[config.mk]
export PLATFORM = sky130hd
export DESIGN_NAME = recv2_flat
export DESIGN_NICKNAME = d
export VERILOG_FILES = /design/src/rtl/recv2_if.sv /design/src/rtl/recv2.sv /design/src/flat_wrapper.sv
export SDC_FILE = /design/constraint.sdc
export NUM_CORES = 1
export LEC_CHECK = 0
export CORE_ASPECT_RATIO = 0.8
export CORE_MARGIN = 10
export CORE_UTILIZATION = 55
export DETAILED_ROUTE_END_ITERATION = 6
export GPL_TIMING_DRIVEN = 0
export PLACE_DENSITY = 0.78
export RECOVER_POWER = 50
export SLEW_MARGIN = 10
export SYNTH_ARGS = -nofsm -noshare
export SYNTH_HDL_FRONTEND = slang
export SYNTH_SLANG_ARGS = --single-unit
export TNS_END_PERCENT = 10
[constraint.sdc]
create_clock -name clk -period 4.6 [get_ports clk]
set_input_delay 0.92 -clock clk [delete_from_list [all_inputs] [get_ports clk]]
set_output_delay 0.92 -clock clk [all_outputs]
set_load 0.01 [all_outputs]
[src/rtl/recv2_if.sv]
// Signal bundle between a serial line source and the recv2 pair receiver.
// valid/err are single-cycle pulses with no back-pressure; data1/data0 are qualified by valid.
interface recv2_if;
    logic       in;
    logic [7:0] data1;
    logic [7:0] data0;
    logic       valid;
    logic       err;
    logic       busy;
    logic [2:0] state_dbg;

    modport slave (
        input  in,
        output data1, data0, valid, err, busy, state_dbg
    );

    modport master (
        output in,
        input  data1, data0, valid, err, busy, state_dbg
    );
endinterface

[src/rtl/recv2.sv]
// Oversampled async serial receiver that assembles two consecutive 8N1 frames
// into one byte pair, with framing and inter-frame timeout error reporting.
module recv2 #(
    parameter int OSR = 16
) (
    input  logic     clk,
    input  logic     rst,
    recv2_if.slave   bus
);

    typedef enum logic [2:0] {
        S_IDLE  = 3'd0,
        S_START = 3'd1,
        S_DATA  = 3'd2,
        S_STOP  = 3'd3,
        S_WAIT  = 3'd4
    } state_t;

    localparam logic [4:0] CNT_HALF = 5'(OSR / 2 - 1);
    localparam logic [4:0] CNT_FULL = 5'(OSR - 1);
    localparam logic [4:0] CNT_TMO  = 5'(2 * OSR - 1);

    logic       sync1_q, sync2_q, rx_d_q;
    logic       rx, fall;

    state_t     state_q, state_d;
    logic [4:0] cnt_q, cnt_d;
    logic [2:0] bit_q, bit_d;
    logic       idx_q, idx_d;
    logic [7:0] sreg_q, sreg_d;
    logic [7:0] hold_q, hold_d;
    logic [7:0] data1_q, data1_d;
    logic [7:0] data0_q, data0_d;
    logic       valid_q, valid_d;
    logic       err_q, err_d;

    // Synchronizer flops and the edge-detect copy all idle high like the line.
    always_ff @(posedge clk or negedge rst) begin
        if (!rst) begin
            sync1_q <= 1'b1;
            sync2_q <= 1'b1;
            rx_d_q  <= 1'b1;
        end else begin
            sync1_q <= bus.in;
            sync2_q <= sync1_q;
            rx_d_q  <= sync2_q;
        end
    end

    assign rx   = sync2_q;
    assign fall = ~rx & rx_d_q;

    always_ff @(posedge clk or negedge rst) begin
        if (!rst) begin
            state_q <= S_IDLE;
            cnt_q   <= '0;
            bit_q   <= '0;
            idx_q   <= 1'b0;
            sreg_q  <= '0;
            hold_q  <= '0;
            data1_q <= '0;
            data0_q <= '0;
            valid_q <= 1'b0;
            err_q   <= 1'b0;
        end else begin
            state_q <= state_d;
            cnt_q   <= cnt_d;
            bit_q   <= bit_d;
            idx_q   <= idx_d;
            sreg_q  <= sreg_d;
            hold_q  <= hold_d;
            data1_q <= data1_d;
            data0_q <= data0_d;
            valid_q <= valid_d;
            err_q   <= err_d;
        end
    end

    always_comb begin
        state_d = state_q;
        cnt_d   = cnt_q;
        bit_d   = bit_q;
        idx_d   = idx_q;
        sreg_d  = sreg_q;
        hold_d  = hold_q;
        data1_d = data1_q;
        data0_d = data0_q;
        valid_d = 1'b0;
        err_d   = 1'b0;

        case (state_q)
            S_IDLE: begin
                idx_d = 1'b0;
                if (fall) begin
                    state_d = S_START;
                    cnt_d   = '0;
                end
            end

            S_START: begin
                if (cnt_q == CNT_HALF) begin
                    cnt_d = '0;
                    if (!rx) begin
                        state_d = S_DATA;
                        bit_d   = '0;
                    end else begin
                        // Glitch shorter than half a bit: drop silently.
                        state_d = S_IDLE;
                        idx_d   = 1'b0;
                    end
                end else begin
                    cnt_d = cnt_q + 5'd1;
                end
            end

            S_DATA: begin
                if (cnt_q == CNT_FULL) begin
                    sreg_d = {rx, sreg_q[7:1]};
                    cnt_d  = '0;
                    bit_d  = bit_q + 3'd1;
                    if (bit_q == 3'd7) begin
                        state_d = S_STOP;
                    end
                end else begin
                    cnt_d = cnt_q + 5'd1;
                end
            end

            S_STOP: begin
                if (cnt_q == CNT_FULL) begin
                    cnt_d = '0;
                    if (!rx) begin
                        err_d   = 1'b1;
                        idx_d   = 1'b0;
                        state_d = S_IDLE;
                    end else if (!idx_q) begin
                        hold_d  = sreg_q;
                        idx_d   = 1'b1;
                        state_d = S_WAIT;
                    end else begin
                        data1_d = hold_q;
                        data0_d = sreg_q;
                        valid_d = 1'b1;
                        idx_d   = 1'b0;
                        state_d = S_IDLE;
                    end
                end else begin
                    cnt_d = cnt_q + 5'd1;
                end
            end

            S_WAIT: begin
                // A start edge wins over a timeout landing in the same cycle.
                if (fall) begin
                    state_d = S_START;
                    cnt_d   = '0;
                end else if (cnt_q == CNT_TMO) begin
                    err_d   = 1'b1;
                    idx_d   = 1'b0;
                    cnt_d   = '0;
                    state_d = S_IDLE;
                end else begin
                    cnt_d = cnt_q + 5'd1;
                end
            end

            default: begin
                state_d = S_IDLE;
                idx_d   = 1'b0;
                cnt_d   = '0;
            end
        endcase
    end

    assign bus.data1     = data1_q;
    assign bus.data0     = data0_q;
    assign bus.valid     = valid_q;
    assign bus.err       = err_q;
    assign bus.busy      = (state_q != S_IDLE);
    assign bus.state_dbg = state_q;

endmodule
[src/flat_wrapper.sv]
// flat-port wrapper written by rule: the top's interface ports become plain ports
module recv2_flat 
#(
    parameter int OSR = 16
)
  (clk, rst, bus_in, bus_data1, bus_data0, bus_valid, bus_err, bus_busy, bus_state_dbg);
  recv2_if bus_i ();
  input  logic clk;
  input  logic rst;
  input wire logic [$bits(bus_i.in)-1:0] bus_in;
  output wire logic [$bits(bus_i.data1)-1:0] bus_data1;
  output wire logic [$bits(bus_i.data0)-1:0] bus_data0;
  output wire logic [$bits(bus_i.valid)-1:0] bus_valid;
  output wire logic [$bits(bus_i.err)-1:0] bus_err;
  output wire logic [$bits(bus_i.busy)-1:0] bus_busy;
  output wire logic [$bits(bus_i.state_dbg)-1:0] bus_state_dbg;
  assign bus_i.in = bus_in;
  assign bus_data1 = bus_i.data1;
  assign bus_data0 = bus_i.data0;
  assign bus_valid = bus_i.valid;
  assign bus_err = bus_i.err;
  assign bus_busy = bus_i.busy;
  assign bus_state_dbg = bus_i.state_dbg;
  recv2 #(.OSR(OSR)) u_core (.clk(clk), .rst(rst), .bus(bus_i));
endmodule
After elaboration in Yosys (flattened, before gate mapping):

Cells that the tools add are included.

* bits in registers: 49
* input bits: 3
* output and inout bits: 22
* logic and storage cells: 85

* add/sub/neg operators: 2
* equality and inequality tests: 18
* muxes and demuxes: 38
* bitwise logic cells: 4
* reduce and logical (&&, ||, !) cells: 10

Operators by type and width (number)
* 3-bit two-way mux: 12
* 5-bit two-way mux: 5
* 5-bit one-hot mux with 4 select lines: 1
* 1-bit two-way mux: 15
* 3-bit one-hot mux with 5 select lines: 1
* 2-bit by 1-bit inequality test with 1-bit output (second input constant): 7
* 4-bit AND reduction: 3
* 6-bit AND reduction: 2
* 3-bit by 2-bit == test with 1-bit output (second input constant): 2
* 3-bit == test (second input constant): 2
* 3-bit one-hot mux with 2 select lines: 1
* 5-bit by 1-bit adder with 5-bit output (second input constant): 1
* 5-bit by 3-bit == test with 1-bit output (second input constant): 1
* 5-bit by 4-bit == test with 1-bit output (second input constant): 1
* 5-bit == test (second input constant): 1
* 2-bit inequality test (second input constant): 2
* 1-bit one-hot mux with 4 select lines: 1
* 3-bit by 1-bit adder with 3-bit output (second input constant): 1
* 3-bit by 1-bit == test with 1-bit output (second input constant): 1
* 3-bit zero test: 1
* 3-bit by 1-bit inequality test with 1-bit output (second input constant): 1
* 1-bit NOT: 3
* 3-bit nonzero test: 1
* 2-bit two-way mux: 1
* 5 further kinds: 5

Logic depth before layout (Yosys ltp):

* word-level depth: 4
* gate-level depth with buffers: 7
* gate-level depth less buffers: 7

Least setup slack after synthesis:

No wires, ideal clock.

* path kind: flip-flop to flip-flop
* from: reg u_core.cnt_q[0]
* to: reg u_core.sreg_q[0]
* library setup time: 0.125 ns
* arrival time: 1.777 ns
* data required time: 4.475 ns
* setup slack: 2.698 ns
* stages on the path, launching flop included: 7
* path buffers: 1
* period minus slack after synthesis: 1.902 ns
* cell sequence: dfrtp_1 -> ha_1 -> and3_1 -> ha_1 -> nor3b_2 -> buf_2 -> mux2_2

* cells in the longest elaborated chain, start to end: 2

Ends and longest elaborated chain
* from (decl): line recv2.sv:27 `logic [4:0] cnt_q, cnt_d;`
* from (signal assigned): line recv2.sv:67 `cnt_q <= cnt_d;`
* 5-bit by 4-bit == test with 1-bit output: line recv2.sv:117 `if (cnt_q == CNT_FULL) begin`
* 2-bit AND reduction (no line)
* to (signal assigned): line recv2.sv:70 `sreg_q <= sreg_d;`
* to (decl): line recv2.sv:30 `logic [7:0] sreg_q, sreg_d;`

Every way passes these cells.
A chain may end at the register's enable or synchronous reset.

==> impl_metrics.ini <==
[status]
outcome = finished, final reports clean

[critical_path]
crit_path_start_kind = input port
r2r_slack_ns = 2.41
path_delay_family = buffers and inverters
slowest_stage = clkbuf_1
path_max_fanout = 27
cp-end-kind = asynchronous set/reset pin
arrival_ns = 2.96
crit_path_frequent_cell = clkbuf_1
worstSetupPathType = in2async
path_cells = clkbuf_1 > clkbuf_1
critPathBufInv = 2
crit_path_max_incr_delay_ns = 1.03
critPathRequiredTime_ns = 4.81

[synth]
synthXorXnorAreaFrac = 0
synth_seq_cells = 49
synthCells = 153
syn_nets = 163
synth-simple-area-share = 0.103
yosys.area_share.adder = 0.0402
netlist.area_leader.share = 0.528
muxShareOfSynthArea = 0.193
synth_top_family_by_area = multiplexers
synthArstFlopShare = 1.00
ys_seq_area_frac = 0.564
synth_compound_area_frac = 0.0786
synth_area_per_cell_sq_um = 14.3
synth_edf_count = 0
yosys.area.top_type = dfrtp_1
ys_top_cells_by_area = dfrtp_1, mux2_2, mux2_4
synthFlopType = dfrtp_1
synth.distinct_cells = 42
syn_area_sq_um = 2180
yosysWarnings = 0

[cts]
numCtsBuffers = 5
clkLatencyLatePin_ns = 0.29
cts_hold_buf = 0
cts_num_sinks = 49
clkTransAtPathRegs_ns = 0.08
h-tree-depth = 2
post_cts_buffers = 0
cts_resized = 0
cts_tree = done
clk_path_buf_depth = 2
cts.root.buffer_cell = clkbuf_8

[grt]
grt_antenna_before_repair = 0
overflow = 0
grt_first_pass_wirelength_mm = 6.95
grt_pass1_vias = 1365
grt_start_max_net_pins = 28
track_usage = 0.123

[finish]
antenna_cells = 0
final_common_cell = dfrtp_1
final_cell_mix = dfrtp_1, mux2_2, clkdlybuf4s50_1, mux2_4, ha_1
n_fill_cell = 294
syn2layout_area_growth_pct = 18.8
register_area_sq_um = 1230
nets = 195
drive_gt1_frac = 0.296
multi_input_area_sq_um = 892
stdcell_area_sq_um = 2590

[timing]
worst_pin_slew_ns = 1.45
finalHoldViolCount = 0
relSlewSlack = 0.0323
slew_viol_final = 0
worst_hold_slack_ns = 0.366
min_period_ns = 2.76
rsz0062_at_grt = no
finalCritPeriodShare = 0.599
fmax_mhz = 363
setup_viol = 0
fin_tns_setup_ns = 0
finClkSkew_ns = 0.00522

[pwr]
seqPwrFrac = 0.489
switchingPower_mw = 0.280
p_clk_frac = 0.297
vdd_drop_max_uv = 346
swShare = 0.271
powerDensity_nw_per_um2 = 398
internal-power_mw = 0.751
comb_power_share = 0.214
p_leak_nw = 1.27

[drt]
drtPass1Iterations = 4
routed_wl_mm = 3.93
vias = 1317
drt_iter0_drc = 70
drt-vias-per-instance = 5.46
ant_nets = 0
drc = 0
wl_per_cell_microns = 16.3

[die]
initial_core_util = 0.573
dieHeight_microns = 76.3
core_area_sq_um = 3800
die_area_sq_um = 6900
die_w_microns = 90.4
pin_count = 25
num_rows = 20

[placement]
routabilityCongestion = 0.833
place_area_sq_um = 2510
dpl.hpwl_mm = 2.81
portBuffers = 24

[flow_run]
maxCapViolCount = 0

[hold_path]
hold_path.class = reg2reg
state kept, by name, summed over array words and instances, names as in the netlist:
| signal | flops |
|---|---|
| u_core.bit_q | 3 |
| u_core.sreg_q | 8 |
| u_core.bus.err | 1 |
| u_core.sync1_q | 1 |
| u_core.bus.data0 | 8 |
| u_core.bus.data1 | 8 |
| u_core.bus.state_dbg | 3 |
| u_core.bus.valid | 1 |
| u_core.rx_d_q | 1 |
| u_core.idx_q | 1 |
| u_core.hold_q | 8 |
| u_core.cnt_q | 5 |
| u_core.rx | 1 |
through the flow:
| stage | util | instances | setup WS (ns) | power, mW |
|---|---|---|---|---|
| 3_3_place_gp | 0.655 | 232 | 1.33 | 0.723 |
| 4_1_cts | 0.691 | 241 | 1.96 | 1.04 |
| 3_5_place_dp | 0.661 | 233 | 2.29 | 0.735 |
| 5_1_grt | 0.681 | 241 | 1.38 | 1.09 |
| 6_report | 0.681 | 241 | 1.84 | 1.03 |
| 2_1_floorplan | - | 153 | 2.70 | 0.661 |
kinds of logic (layout without fill, tap and decap cells):
family | after synthesis | count (layout)
AOI/OAI and AO/OA | 24 | 24
adders and majority gates | 7 | 7
buffers and inverters | 9 | 42
and+or+nand+nor | 30 | 30
muxes | 34 | 34
DFF | 49 | 49
routing by layer:
metal,track usage,share of wire
met4,0.0444,0.012
met2,0.175,0.45
met3,0.0433,0.060
met5,0,0
met1,0.168,0.48
final cells by class:
class,instances,share of cell area
Clock inverter,1,0.0116
Sequential cell,49,0.475
Tap cell,55,0.0266
Inverter,5,0.00724
Multi-Input combinational cell,95,0.344
Clock buffer,7,0.0333
Timing Repair Buffer,25,0.0917
Buffer,4,0.0106
power by group through the flow:
stage / clock [mW] / sequential [mW] / combinational [mW]
final: 0.306 / 0.504 / 0.221
after global routing: 0.334 / 0.511 / 0.244
after CTS: 0.312 / 0.503 / 0.226
after detailed placement: 0 / 0.511 / 0.224
after global placement: 0 / 0.509 / 0.214
after floorplan: 0 / 0.507 / 0.154
worst paths after layout:
| path | depth (start not counted) | from | to |
|---|---|---|---|
| hold reg to reg | 0 | u_core.sync1_q | u_core.rx |
| min in group asynchronous | 1 | rst | u_core.bus.data0[5] |
| hold / removal | 0 | u_core.sync1_q | u_core.rx |
| setup reg to reg | 6 | u_core.cnt_q[0] | u_core.bus.data0[0] |
| setup / recovery | 2 | rst | u_core.bus.state_dbg[0] |
| max in group clk | 2 | u_core.bus.state_dbg[0] | bus_busy |
cells in the mapped netlist (2+ instances only):
cell / number
a21oi_1: 4
nand2b_1: 3
mux2_4: 10
o21ai_0: 5
and3_1: 2
dfrtp_1: 46
a221o_1: 2
dfstp_2: 3
ha_1: 7
nand3_1: 3
a22o_1: 3
o22ai_1: 2
mux2_2: 24
inv_1: 5
or3_4: 2
nand2_1: 6
No activity file was read; power rests on OpenSTA's default activity.
